File: src/rtl/mem_access_unit.sv
// Load/store sequencer between execute and a 256x16 data memory.
// One request in flight; loads and rejected requests answer over a response handshake.
`timescale 1ns/1ps
module mem_access_unit #(
  parameter int unsigned DATA_W = 16,
  parameter int unsigned MEM_AW = 8,
  parameter int unsigned REG_W  = 3
) (
  input  logic              clk_i,
  input  logic              rst_ni,
  input  logic              req_valid_i,
  output logic              req_ready_o,
  input  logic              req_is_load_i,
  input  logic              req_is_store_i,
  input  logic [DATA_W-1:0] req_addr_i,
  input  logic [DATA_W-1:0] req_wdata_i,
  input  logic [REG_W-1:0]  req_rd_i,
  output logic              mem_read_o,
  output logic              mem_write_o,
  output logic [DATA_W-1:0] mem_addr_o,
  output logic [DATA_W-1:0] mem_wdata_o,
  input  logic [DATA_W-1:0] mem_rdata_i,
  output logic              resp_valid_o,
  input  logic              resp_ready_i,
  output logic [DATA_W-1:0] resp_data_o,
  output logic [REG_W-1:0]  resp_rd_o,
  output logic              resp_err_o,
  output logic [15:0]       load_count_o,
  output logic [15:0]       store_count_o
);

  typedef enum logic [1:0] {StIdle, StIssue, StWait, StResp} state_e;

  state_e              state_q;
  logic                mem_read_q, mem_write_q;
  logic [DATA_W-1:0]   mem_addr_q, mem_wdata_q;
  logic                resp_valid_q, resp_err_q;
  logic [DATA_W-1:0]   resp_data_q;
  logic [REG_W-1:0]    resp_rd_q;
  logic [15:0]         load_count_q, store_count_q;
  logic                req_err;

  assign req_err = (req_is_load_i == req_is_store_i) || (|req_addr_i[DATA_W-1:MEM_AW]);

  // In ISSUE the enable that is set doubles as the latched request kind.
  always_ff @(posedge clk_i or negedge rst_ni) begin
    if (!rst_ni) begin
      state_q       <= StIdle;
      mem_read_q    <= 1'b0;
      mem_write_q   <= 1'b0;
      mem_addr_q    <= '0;
      mem_wdata_q   <= '0;
      resp_valid_q  <= 1'b0;
      resp_err_q    <= 1'b0;
      resp_data_q   <= '0;
      resp_rd_q     <= '0;
      load_count_q  <= '0;
      store_count_q <= '0;
    end else begin
      unique case (state_q)
        StIdle: begin
          if (req_valid_i) begin
            if (req_err) begin
              resp_rd_q    <= req_rd_i;
              resp_err_q   <= 1'b1;
              resp_data_q  <= '0;
              resp_valid_q <= 1'b1;
              state_q      <= StResp;
            end else begin
              mem_addr_q <= req_addr_i;
              if (req_is_load_i) begin
                mem_read_q <= 1'b1;
                resp_rd_q  <= req_rd_i;
                resp_err_q <= 1'b0;
              end else begin
                mem_write_q <= 1'b1;
                mem_wdata_q <= req_wdata_i;
              end
              state_q <= StIssue;
            end
          end
        end
        StIssue: begin
          mem_read_q  <= 1'b0;
          mem_write_q <= 1'b0;
          if (mem_write_q) begin
            store_count_q <= store_count_q + 16'd1;
            state_q       <= StIdle;
          end else begin
            state_q <= StWait;
          end
        end
        StWait: begin
          resp_data_q  <= mem_rdata_i;
          resp_valid_q <= 1'b1;
          state_q      <= StResp;
        end
        StResp: begin
          if (resp_ready_i) begin
            resp_valid_q <= 1'b0;
            if (!resp_err_q) load_count_q <= load_count_q + 16'd1;
            state_q <= StIdle;
          end
        end
        default: state_q <= StIdle;
      endcase
    end
  end

  // Gated by rst_ni so the unit never looks ready while held in reset.
  assign req_ready_o   = rst_ni && (state_q == StIdle);
  assign mem_read_o    = mem_read_q;
  assign mem_write_o   = mem_write_q;
  assign mem_addr_o    = mem_addr_q;
  assign mem_wdata_o   = mem_wdata_q;
  assign resp_valid_o  = resp_valid_q;
  assign resp_data_o   = resp_data_q;
  assign resp_rd_o     = resp_rd_q;
  assign resp_err_o    = resp_err_q;
  assign load_count_o  = load_count_q;
  assign store_count_o = store_count_q;

endmodule

File: config.mk
export PLATFORM = sky130hd
export DESIGN_NAME = mem_access_unit
export DESIGN_NICKNAME = d
export VERILOG_FILES = /design/src/rtl/mem_access_unit.sv
export SDC_FILE = /design/constraint.sdc
export NUM_CORES = 1
export LEC_CHECK = 0
export BUFFER_PORTS_ARGS = -buffer_cell sky130_fd_sc_hd__buf_4
export CELL_PAD_IN_SITES_DETAIL_PLACEMENT = 0
export CELL_PAD_IN_SITES_GLOBAL_PLACEMENT = 1
export CORE_MARGIN = 1
export CORE_UTILIZATION = 41
export CTS_CLUSTER_SIZE = 8
export DETAILED_ROUTE_END_ITERATION = 16
export PLACE_DENSITY_LB_ADDON = 0.1
export SKIP_LAST_GASP = 1
export SLEW_MARGIN = 20
export SYNTH_ARGS = -nofsm -noshare
export SYNTH_HDL_FRONTEND = slang
export SYNTH_SLANG_ARGS = --single-unit
File: constraint.sdc
create_clock -name clk_i -period 3.8 [get_ports clk_i]
set_clock_uncertainty 0.15 [all_clocks]
set_input_delay 0.19 -clock clk_i [delete_from_list [all_inputs] [get_ports clk_i]]
set_output_delay 0.19 -clock clk_i [all_outputs]
set_load 0.02 [all_outputs]
==> results.sh <==
export IMPL_status="complete, no violations"
export IMPL_criticalPathCategory="flip-flop to flip-flop"
export IMPL_min_period_ns=2.08
export IMPL_fill_cells=671
export IMPL_antenna_found_initial=0
export IMPL_grt_pass1_vias=3028
export IMPL_antenna_cells=0
export IMPL_slew_viol_final=0
export IMPL_die_w_um=97.6
export IMPL_cts_max_level=3
export IMPL_drtIter0Drc=81
export IMPL_crit_path_end_kind="flip-flop"
export IMPL_totalWireLength_um=8680
export IMPL_ys_ff_latch=89
export IMPL_cts_resized=0
export IMPL_slew_headroom_pct=52.5
export IMPL_hold_class="input port to asynchronous set/reset pin"
export IMPL_tns_ns=0
export IMPL_worstPathArrival_ns=2.16
export IMPL_port_buffers=144
export IMPL_ff_latch_area_um2=2230
export IMPL_p_per_area_nw_per_um2=493
export IMPL_netlist_area_um2=3740
export IMPL_fin_hold_ws_ns=0.210
export IMPL_setup_viol=0
export IMPL_ff2ff_path_depth=3
export IMPL_start_kind="flip-flop"
export IMPL_drcViolationCount=0
export IMPL_core_area_um2=8760
export IMPL_die_area_um2=9520
export IMPL_synth_cell_types=39
export IMPL_yosysWarnings=0
export IMPL_cts_tree="built"
export IMPL_yosysSeqAreaShare_pct=59.5
export IMPL_cts_root_buf="clkbuf_8"
export IMPL_area_growth_pct=50.2
export IMPL_synth_async_reset_ratio_pct=100
export IMPL_grtUsageMet1_pct=24.6
export IMPL_cp_max_fo=17
export IMPL_clkTransAtPathRegs_ns=0.09
export IMPL_syn_nets=327
export IMPL_gr_usage_met3_pct=4.60
export IMPL_track_usage_pct=19.2
export IMPL_grt_max_degree=48
export IMPL_gr_total_overflow=0
export IMPL_fin_ws_ns=1.72
export IMPL_start_util_pct=42.7
export IMPL_grt_busiest_layer="met2"
export IMPL_grt_setup_unrepaired="no"
export IMPL_numClockSinks=89
export IMPL_synth_area_per_cell_um2=14.0
export IMPL_drt_vias_per_instance=4.84
export IMPL_worst_slew_pin_slew_ns=0.712
export IMPL_first_pass_iters=4
export IMPL_dpl_cell_count=514
export IMPL_final_hold_viol_count=0
export IMPL_maxCapViolCount=0
export IMPL_p_leak_nw=2.94
export IMPL_via_count=2795
export IMPL_ir_worst_vdd_uv=201
export IMPL_io_pins=145
export IMPL_final_nets=524
export IMPL_final_cell_mix="buf_4 (145), dfrtp_1 (89), dlygate4sd3_1 (48)"
export IMPL_wl_per_cell_um=15.0
export IMPL_clock_latency_ns=0.35
export IMPL_cts_made_buffers=9
export IMPL_die_y_um=97.6
export IMPL_dp_hpwl_um=5790
export IMPL_gp_congestion=0.713
export IMPL_final_common_cell="buf_4"
export IMPL_drive_gt1_share_pct=43.7
export IMPL_grt_util_met2_pct=31.0
export IMPL_synthFlopType="dfrtp_1"
export IMPL_synth_edf_count=0
export IMPL_multiInputGateArea_um2=1440
export IMPL_finalNonFillerCells=577
export IMPL_max_freq_mhz=481
export IMPL_period_share_pct=54.7
export IMPL_synth_cells=268
export IMPL_rows=34
export IMPL_pre_cts_ws_ns=1.71
export IMPL_worstPathRequired_ns=3.88
export IMPL_grt_pass1_wl_um=14600
export IMPL_cts_buffer_depth=2
export IMPL_antenna_left=0
worst max-delay path: stages (launching register included):
cell and delay, ns:
dfrtp_1 0.58, nor3_2 0.50, nand3_4 0.35, mux2_4 0.39
sequential cells by signal, indices dropped and copies added (netlist names):
signal	flops
load_count_o	16
mem_addr_o	16
mem_wdata_o	16
resp_data_o	16
store_count_o	16
resp_rd_o	3
state_q	2
mem_read_o	1
mem_write_o	1
resp_err_o	1
resp_valid_o	1
synthesized netlist by cell type, drive strengths merged (4+ instances only):
library cell / count / area share [%]
dfrtp: 89 / 59
a22o: 16 / 3.7
buf: 6 / 1.4
and2: 11 / 1.9
nor4: 4 / 2.0
xnor2: 19 / 4.4
inv: 6 / 0.60
nand3: 14 / 2.5
xor2: 12 / 2.8
and3: 7 / 1.2
nand2: 16 / 1.6
nor3: 6 / 1.2
nor2: 4 / 0.40
nand4: 9 / 1.9
mux2: 28 / 9.4
cells by family (layout without fill, tap and decap cells):
group	count (synthesis)	after routing	share of synthesized area, %
AND/OR/NAND/NOR	80	80	15.4
AO/OA/AOI/OAI	25	25	5.65
multiplexers	28	28	9.42
buffers and inverters	13	214	2.10
adder cells (fa/ha/maj)	2	2	0.668
flip-flops	89	89	59.5
XOR/XNOR	31	31	7.25
area by class of cell:
type / instances / area share, %
multi-input cells: 166 / 25.6
clock buffers: 11 / 2.69
flip-flops and latches: 89 / 39.6
repair buffers: 193 / 27.9
well taps: 108 / 2.40
inverters: 6 / 0.401
clock inverters: 4 / 1.36
path summary, 6_finish.rpt:
check	to	startpoint	slack, ns
worst max-delay path	mem_wdata_o[10]$_DFFE_PN0P_	state_q[0]$_DFFE_PN0P_	1.72
worst min-delay path	store_count_o[7]$_DFFE_PN0P_	rst_ni	0.21
worst max register to register	mem_wdata_o[10]$_DFFE_PN0P_	state_q[0]$_DFFE_PN0P_	1.72
worst min register to register	store_count_o[15]$_DFFE_PN0P_	store_count_o[15]$_DFFE_PN0P_	0.32
max in group asynchronous	store_count_o[8]$_DFFE_PN0P_	rst_ni	2.24
min in group clk_i	resp_err_o$_DFFE_PN0P_	req_addr_i[14]	0.21
repair_timing:
| action | 4_1_cts | 5_1_grt |
|---|---|---|
| buffers inserted | 0 | 0 |
| endpoints found under the hold margin | 88 | 0 |
| hold buffers | 48 | 0 |
layer usage:
layer	vias to the layer above	share of wire [%]
met2	88	49
met1	1351	44
met4	0	1.8
met3	15	5.1
li1	1341	-
met5	-	0
power by group:
group          leakage (nW)  internal, mW  total (mW)  switching, mW
clock network         0.112         0.404       0.730          0.326
registers              1.19          1.09        1.24          0.150
logic                  1.64         0.397       0.802          0.405
through the flow:
step | util, % | cell area (um2) | power, mW
4_1_cts | 64.2 | 5620 | 2.80
5_1_grt | 64.2 | 5620 | 2.92
3_3_place_gp | 56.1 | 4910 | 1.99
2_1_floorplan | - | 3740 | 1.67
3_5_place_dp | 56.1 | 4910 | 2.01
6_report | 64.2 | 5620 | 2.77
No activity file was read; power rests on OpenSTA's default activity.
